[src/rtl/period_meter_mc.sv]
// Multi-channel period meter: each channel synchronises and debounces its input,
// then measures the cycle count between filtered rising edges with a timeout.

module period_meter_mc_filt #(
  parameter int FILT_LEN = 100
) (
  input  logic clk,
  input  logic rst_n,
  input  logic sig_raw,
  output logic edge_p
);

  localparam int RC_W = (FILT_LEN > 1) ? $clog2(FILT_LEN) : 1;
  localparam logic [RC_W-1:0] RUN_MAX = RC_W'(FILT_LEN - 1);
  localparam logic [RC_W-1:0] RUN_ONE = RC_W'(1);

  logic            sync1;
  logic            sync2;
  logic            filt;
  logic            filt_d;
  logic [RC_W-1:0] run_cnt;

  // The edge pulse is registered so every channel sees the same fixed latency.
  always_ff @(posedge clk or negedge rst_n) begin
    if (!rst_n) begin
      sync1   <= 1'b0;
      sync2   <= 1'b0;
      filt    <= 1'b0;
      filt_d  <= 1'b0;
      edge_p  <= 1'b0;
      run_cnt <= '0;
    end else begin
      sync1  <= sig_raw;
      sync2  <= sync1;
      filt_d <= filt;
      edge_p <= filt & ~filt_d;
      if (sync2 == filt) begin
        run_cnt <= '0;
      end else if (run_cnt == RUN_MAX) begin
        filt    <= sync2;
        run_cnt <= '0;
      end else begin
        run_cnt <= run_cnt + RUN_ONE;
      end
    end
  end

endmodule

// state   | meaning
// IDLE    | disabled or waiting for the first edge; counter held at 0
// MEASURE | window open; counting cycles since last edge or timeout
module period_meter_mc_ch #(
  parameter int CNT_W   = 32,
  parameter int TIMEOUT = 400000000,
  parameter int RST_VAL = 20000000
) (
  input  logic             clk,
  input  logic             rst_n,
  input  logic             en,
  input  logic             edge_p,
  output logic [CNT_W-1:0] period,
  output logic             valid,
  output logic             tout
);

  typedef enum logic {IDLE, MEASURE} state_t;

  localparam logic [CNT_W-1:0] CNT_ONE = CNT_W'(1);
  localparam logic [CNT_W-1:0] CNT_LIM = CNT_W'(TIMEOUT);
  localparam logic [CNT_W-1:0] PER_RST = CNT_W'(RST_VAL);

  state_t           state;
  state_t           state_nxt;
  logic [CNT_W-1:0] cnt;
  logic [CNT_W-1:0] cnt_nxt;
  logic [CNT_W-1:0] per_q;
  logic [CNT_W-1:0] per_nxt;
  logic             tout_q;
  logic             tout_nxt;
  logic             valid_q;
  logic             valid_nxt;

  always_ff @(posedge clk or negedge rst_n) begin
    if (!rst_n) begin
      state   <= IDLE;
      cnt     <= '0;
      per_q   <= PER_RST;
      tout_q  <= 1'b0;
      valid_q <= 1'b0;
    end else begin
      state   <= state_nxt;
      cnt     <= cnt_nxt;
      per_q   <= per_nxt;
      tout_q  <= tout_nxt;
      valid_q <= valid_nxt;
    end
  end

  // cnt equals the cycles elapsed since the window opened, so it is the period
  // directly when the closing edge arrives; an edge beats a coincident timeout.
  always_comb begin
    state_nxt = state;
    cnt_nxt   = cnt;
    per_nxt   = per_q;
    tout_nxt  = tout_q;
    valid_nxt = 1'b0;
    if (!en) begin
      state_nxt = IDLE;
      cnt_nxt   = '0;
    end else begin
      case (state)
        IDLE: begin
          cnt_nxt = '0;
          if (edge_p) begin
            state_nxt = MEASURE;
            cnt_nxt   = CNT_ONE;
          end
        end
        MEASURE: begin
          if (edge_p) begin
            per_nxt   = cnt;
            tout_nxt  = 1'b0;
            valid_nxt = 1'b1;
            cnt_nxt   = CNT_ONE;
          end else if (cnt >= CNT_LIM) begin
            per_nxt   = '0;
            tout_nxt  = 1'b1;
            valid_nxt = 1'b1;
            cnt_nxt   = CNT_ONE;
          end else begin
            cnt_nxt = cnt + CNT_ONE;
          end
        end
        default: begin
          state_nxt = IDLE;
          cnt_nxt   = '0;
        end
      endcase
    end
  end

  assign period = per_q;
  assign valid  = valid_q;
  assign tout   = tout_q;

endmodule

module period_meter_mc #(
  parameter int NCH      = 4,
  parameter int CNT_W    = 32,
  parameter int FILT_LEN = 100,
  parameter int TIMEOUT  = 400000000,
  parameter int RST_VAL  = 20000000
) (
  input  logic                 clk,
  input  logic                 rst_n,
  input  logic [NCH-1:0]       sig_in,
  input  logic [NCH-1:0]       en,
  output logic [NCH*CNT_W-1:0] period_out,
  output logic [NCH-1:0]       valid,
  output logic [NCH-1:0]       tout
);

  logic [NCH-1:0] edge_p;

  for (genvar g = 0; g < NCH; g++) begin : g_ch
    period_meter_mc_filt #(
      .FILT_LEN(FILT_LEN)
    ) u_filt (
      .clk    (clk),
      .rst_n  (rst_n),
      .sig_raw(sig_in[g]),
      .edge_p (edge_p[g])
    );

    period_meter_mc_ch #(
      .CNT_W  (CNT_W),
      .TIMEOUT(TIMEOUT),
      .RST_VAL(RST_VAL)
    ) u_ch (
      .clk   (clk),
      .rst_n (rst_n),
      .en    (en[g]),
      .edge_p(edge_p[g]),
      .period(period_out[g*CNT_W +: CNT_W]),
      .valid (valid[g]),
      .tout  (tout[g])
    );
  end

endmodule

[config.mk]
export PLATFORM = sky130hd
export DESIGN_NAME = period_meter_mc
export DESIGN_NICKNAME = d
export VERILOG_FILES = /design/src/rtl/period_meter_mc.sv
export SDC_FILE = /design/constraint.sdc
export NUM_CORES = 1
export LEC_CHECK = 0
export ABC_AREA = 1
export CORE_MARGIN = 2
export CORE_UTILIZATION = 40
export DETAILED_ROUTE_END_ITERATION = 12
export GPL_ROUTABILITY_DRIVEN = 0
export SETUP_SLACK_MARGIN = 0.3
export SLEW_MARGIN = 0
export SYNTH_ARGS = -nofsm -noshare
export SYNTH_HDL_FRONTEND = slang
export SYNTH_SLANG_ARGS = --single-unit
[constraint.sdc]
create_clock -name clk -period 2.6 [get_ports clk]
set_input_delay 0.52 -clock clk [delete_from_list [all_inputs] [get_ports clk]]
set_output_delay 0.52 -clock clk [all_outputs]
set_load 0.01 [all_outputs]
# == Yosys cells after proc, flatten, opt, wreduce, memory -nomap -nowiden ==
# Index checks and enable logic that the tools add are counted.
# op_classes
add_sub_neg,8
magnitude_cmp,4
n_eq_ne,8
mux,72
bitwise,16
reduce_logical,12
# ops
op,n
two-way mux 32 bit,20
case mux 32 bit (2 select lines),4
adder 32 x 1 -> 32 bit (second input constant),4
>= comparator 32 x 29 -> 1 bit (second input constant),4
two-way mux 7 bit,8
two-way mux 1 bit,40
adder 7 x 1 -> 7 bit (second input constant),4
== test 7 bit (second input constant),4
NOT 1 bit,12
AND reduction 3 bit,4
AND reduction 2 bit,4
nonzero test 2 bit,4
bitwise AND 1 bit,4
== test 1 bit,4
# word_totals
reg_bits,316
wordCells,164

# == Logic depth before layout (Yosys ltp) ==
# logic_depth
ltp_word,5
mapped_depth,11
mapped_depth_nobuf,10

# == Modules after synthesis ==
# Synthesis repeated with hierarchy kept, for this count alone.
# unflattened
hier_cells,1833
area_unflattened_um2,15317.2
# modules_own_cells
module,instances,cells_each,area_each_um2,seq_area_each_um2
period_meter_mc_ch,4,411,3339.5,1686.6
period_meter_mc_filt at g_ch[0].u_filt ...,3,47,490.5,300.3
period_meter_mc_filt at g_ch[3].u_filt,1,48,488.0,300.3

# == Worst setup path before layout ==
# Ideal clock, no wire load.
# synth_timing
kind,input -> register
startpoint,input en[0]
endpoint,register g_ch[0].u_ch.cnt[18]
arrival_ps,1421
slack_ps,1107
stages,6
n_path_buf,2
path_cell_list,clkbuf_1 nand2_1 inv_1 clkbuf_1 nand3_1 nor2_1
# synth_between
elab_chain_cells,1
# synth_rtl
element,line,text
"start, declared",159,"input logic [NCH-1:0] en,"
two-way mux 32 bit,108,if (!en) begin
net g_ch[0].u_ch.cnt_nxt[18],76,logic [CNT_W-1:0] cnt_nxt;
"end signal, assigned",93,cnt <= cnt_nxt;
"end, declared",75,logic [CNT_W-1:0] cnt;
# The timed path passes the listed nets, and every way through them passes these cells.
# A chain may end at the register's enable or synchronous reset.

# == Final worst setup path ==
# layout_timing
startpoint,register g_ch[1].u_ch.per_q[21]
endpoint,output period_out[53]
# layout_lines
element,line,text
"start, declared",77,logic [CNT_W-1:0] per_q;
"start signal, assigned",94,per_q <= per_nxt;
"end, declared",160,"output logic [NCH*CNT_W-1:0] period_out,"
# No word-level cell between the ends.

==> reports/summary.md <==
### Outcome
• **result of the run** complete, no violations

### Timing
• **final hold violations** 0
• **unrepaired setup endpoints after global routing** false
• **tightest slew margin relative to the limit** 56.0%
• **setup-violating endpoint count in the final report** 0
• **Setup WS post-layout** 0.431 ns
• **fraction of the cycle the final worst path needs** 83.4%
• **sum of negative setup slack** 0 ns
• **final max-slew violation count** 0
• **Max Fclk** 461 MHz
• **actual slew at the worst max-slew pin** 0.658 ns
• **worst setup skew after layout** 0.00798 ns
• **Period minus WS final** 2.17 ns

### Clock tree
• **cell at the root of the clock tree** clkbuf_16
• **count of clock tree sinks** 316
• **Post-CTS Setup Inserts** 0
• **clock latency of the later-clocked register in the worst-skew pair** 0.55 ns
• **CTS clk-pin slew, worst paths** 0.05 ns
• **TritonCTS clock tree** yes
• **number of H-tree levels** 2
• **number of buffers on the longest clock path** 3
• **CTS Buf Count** 37

### Pwr
• **relative contribution of sequential cells to total power** 48.9%
• **maximum VDD drop** 0.344 mV
• **overall power consumption** 10,200 uW
• **combinational share of power** 2.3%
• **switching fraction of total power** 21.9%
• **standby leakage power** 0.00806 uW
• **switching power** 2230 uW
• **clock network fraction of design power** 48.8%
• **internal power** 7950 uW
• **ratio of total power to cell area** 559 nW/um2

### Finish
• **Diodes inserted** 0
• **commonest non-fill, non-tap cells in the layout** nand2_1, nor2_1, dfrtp_1, nand4_1, clkdlybuf4s50_1
• **non-filler instance count after layout** 2,535
• **synth-to-layout area growth** 20.5%
• **fin area** 18,200 um2
• **Layout Nets** 2,017
• **multi-input logic area** 6260 um2
• **filler instances** 3,673
• **layout cells sized above 1** 7.16%
• **most frequent standard cell in the layout excluding fill and tap cells** nand2_1
• **flip-flop and latch area** 7950 um2

### Worst setup path
• **highest-delay cell along the critical path** clkdlybuf4s50_1
• **launch point of the worst path** g_ch[1].u_ch.period[21]
• **Worst setup SP type** register
• **Buf+Inv Stages, Crit Path** 1
• **data arrival time of the critical path** 1.65 ns
• **largest fanout of any net on the critical path** 2
• **critical path class** register to primary output
• **CP required** 2.08 ns
• **number of stages on the worst setup path** 1
• **largest stage delay on the critical path** 0.58 ns
• **sort of element at the end of the critical path** primary output
• **worst reg-to-reg path cell count** 9
• **kind of cell with the highest combined delay on the critical path** buffers and inverters
• **crit-path cells** clkdlybuf4s50_1
• **origin of the critical flop-to-flop path** g_ch[1].u_ch.cnt[15]

### Floorplan
• **Boundary Pins** 146
• **area of the core** 37,500 um2
• **vertical die dimension** 198 um
• **full die area** 39,400 um2
• **Initial Utilization** 40.4%
• **# rows** 71
• **width of the die** 198 um

### Job
• **maxcap violations** 0

### Synthesis
• **#FFs+latches synth** 316
• **number of instances in the synthesized netlist** 1,858
• **mean instance size in the synthesized netlist** 8.14 um2
• **unique cell type count in the Yosys netlist** 29
• **part of the Yosys area used for sequential elements** 52.5%
• **Mapped Area** 15,100 um2
• **number of warnings reported in the yosys synthesis log** 0

### Hold path
• **Tightest Hold Check Type** register to register
• **hold path start** g_ch[0].u_filt.sync1
• **hold-critical path depth** 0

### Place
• **post-placement cell count** 2,466
• **total of buffers placed on input and output ports** 145
• **post-place instance area** 17,000 um2
• **Detailed Place HPWL** 25.2 mm
• **Post-Place Setup Slack** 0.444 ns

### Global route
• **maximum number of pins on one net before global-route repair** 58
• **first-pass GRT wire length** 60.9 mm
• **residual overflow from global routing** 0
• **number of global-route vias before repair** 12,200
• **Total GRT Usage** 18.9%
• **antenna violations before repair** 0

### Drt
• **number of vias after detailed routing** 12,300
• **DR DRC count** 0
• **DRC violation total after the first TritonRoute iteration** 771
• **average wire per cell in the routed design** 14.2 um
• **vias per inst** 4.86
• **iteration count of the initial detailed-routing pass** 5
• **total routed wirelength** 36.0 mm
• **antenna-violating nets left** 0

## metal layers
layer	global-route usage [%]	share of wire, %
met1	25.5	47
met2	31.4	47
met4	5.67	1.8
met5	0	0
met3	2.97	4.0
## final timing paths
check | end | slack (ns)
max | period_out[53] | 0.43
min | g_ch[0].u_filt.sync2 | 0.35
max reg2reg | g_ch[1].u_ch.period[12] | 0.59
min reg2reg | g_ch[0].u_filt.sync2 | 0.35
max in group asynchronous | g_ch[1].u_ch.period[8] | 1.38
min in group asynchronous | g_ch[3].u_ch.valid | 0.50
## layout make-up
class / instances / area share (%)
clock buffer: 60 / 6.12
multi-input combinational: 1334 / 34.4
sequential: 316 / 43.6
inverter: 139 / 2.86
timing repair buffer: 167 / 9.26
tap: 511 / 3.51
clock inverter: 8 / 0.275
## flip-flops by register name (all words and copies together), names as in the netlist
register,flops
g_ch.u_ch.tout,4
g_ch.u_filt.filt_d,4
g_ch.u_filt.sync2,4
g_ch.u_ch.period,128
g_ch.u_ch.valid,4
g_ch.u_ch.cnt,128
g_ch.u_filt.run_cnt,28
g_ch.u_filt.filt,4
g_ch.u_filt.sync1,4
g_ch.u_filt.edge_p,4
g_ch.u_ch.state,4
## synthesized netlist by cell type, drive strengths merged
cell,count,share of area (%)
dfstp,32,5.6
nor3b,7,0.35
and2,7,0.29
nand3b,3,0.15
clkbuf,47,1.2
xor2,55,3.2
nor3,20,0.66
a21oi,18,0.60
buf,33,1.8
nor2,368,9.4
dfrtp,284,47
nand2,559,14
xnor2,30,1.7
a31oi,5,0.21
a31o,3,0.17
nand3,79,2.6
o21ai,5,0.17
nand4,151,6.2
ha,12,0.99
inv,139,3.4
conb,1,0.025
## through the flow
step	util, %	hold WS [ns]
finish	48.6	0.346
global route	48.6	0.353
CTS	48.6	0.347
detailed placement	45.5	0.335
global placement	45.5	0.336
floorplan	-	0.224
## timing repair
action | 4_1_cts | 5_1_grt
endpoints found under the setup margin | 0 | 32
hold buffers | 1 | 0
endpoints found under the hold margin | 37 | 0
gates resized for setup | 0 | 2
## logic make-up (layout without fill, tap and decap cells)
group           Yosys count  after routing  share of synthesized area (%)
simple gates           1194           1194                           34.0
buf+inv                 219            374                           6.38
flops                   316            316                           52.5
xor+xnor                 85             85                           4.92
compound gates           31             31                           1.14
other cells               1             12                         0.0248
fa+ha+maj                12             12                          0.992
## power by group through the flow
stage / clock network, uW / logic [uW] / registers, uW
final: 4970 / 235 / 4980
after global routing: 5300 / 275 / 4980
after CTS: 5140 / 245 / 4980
after detailed placement: 0 / 243 / 5060
after global placement: 0 / 240 / 5060
after floorplan: 0 / 83.2 / 5060
Note: power is estimated with default switching activity, not from simulation.
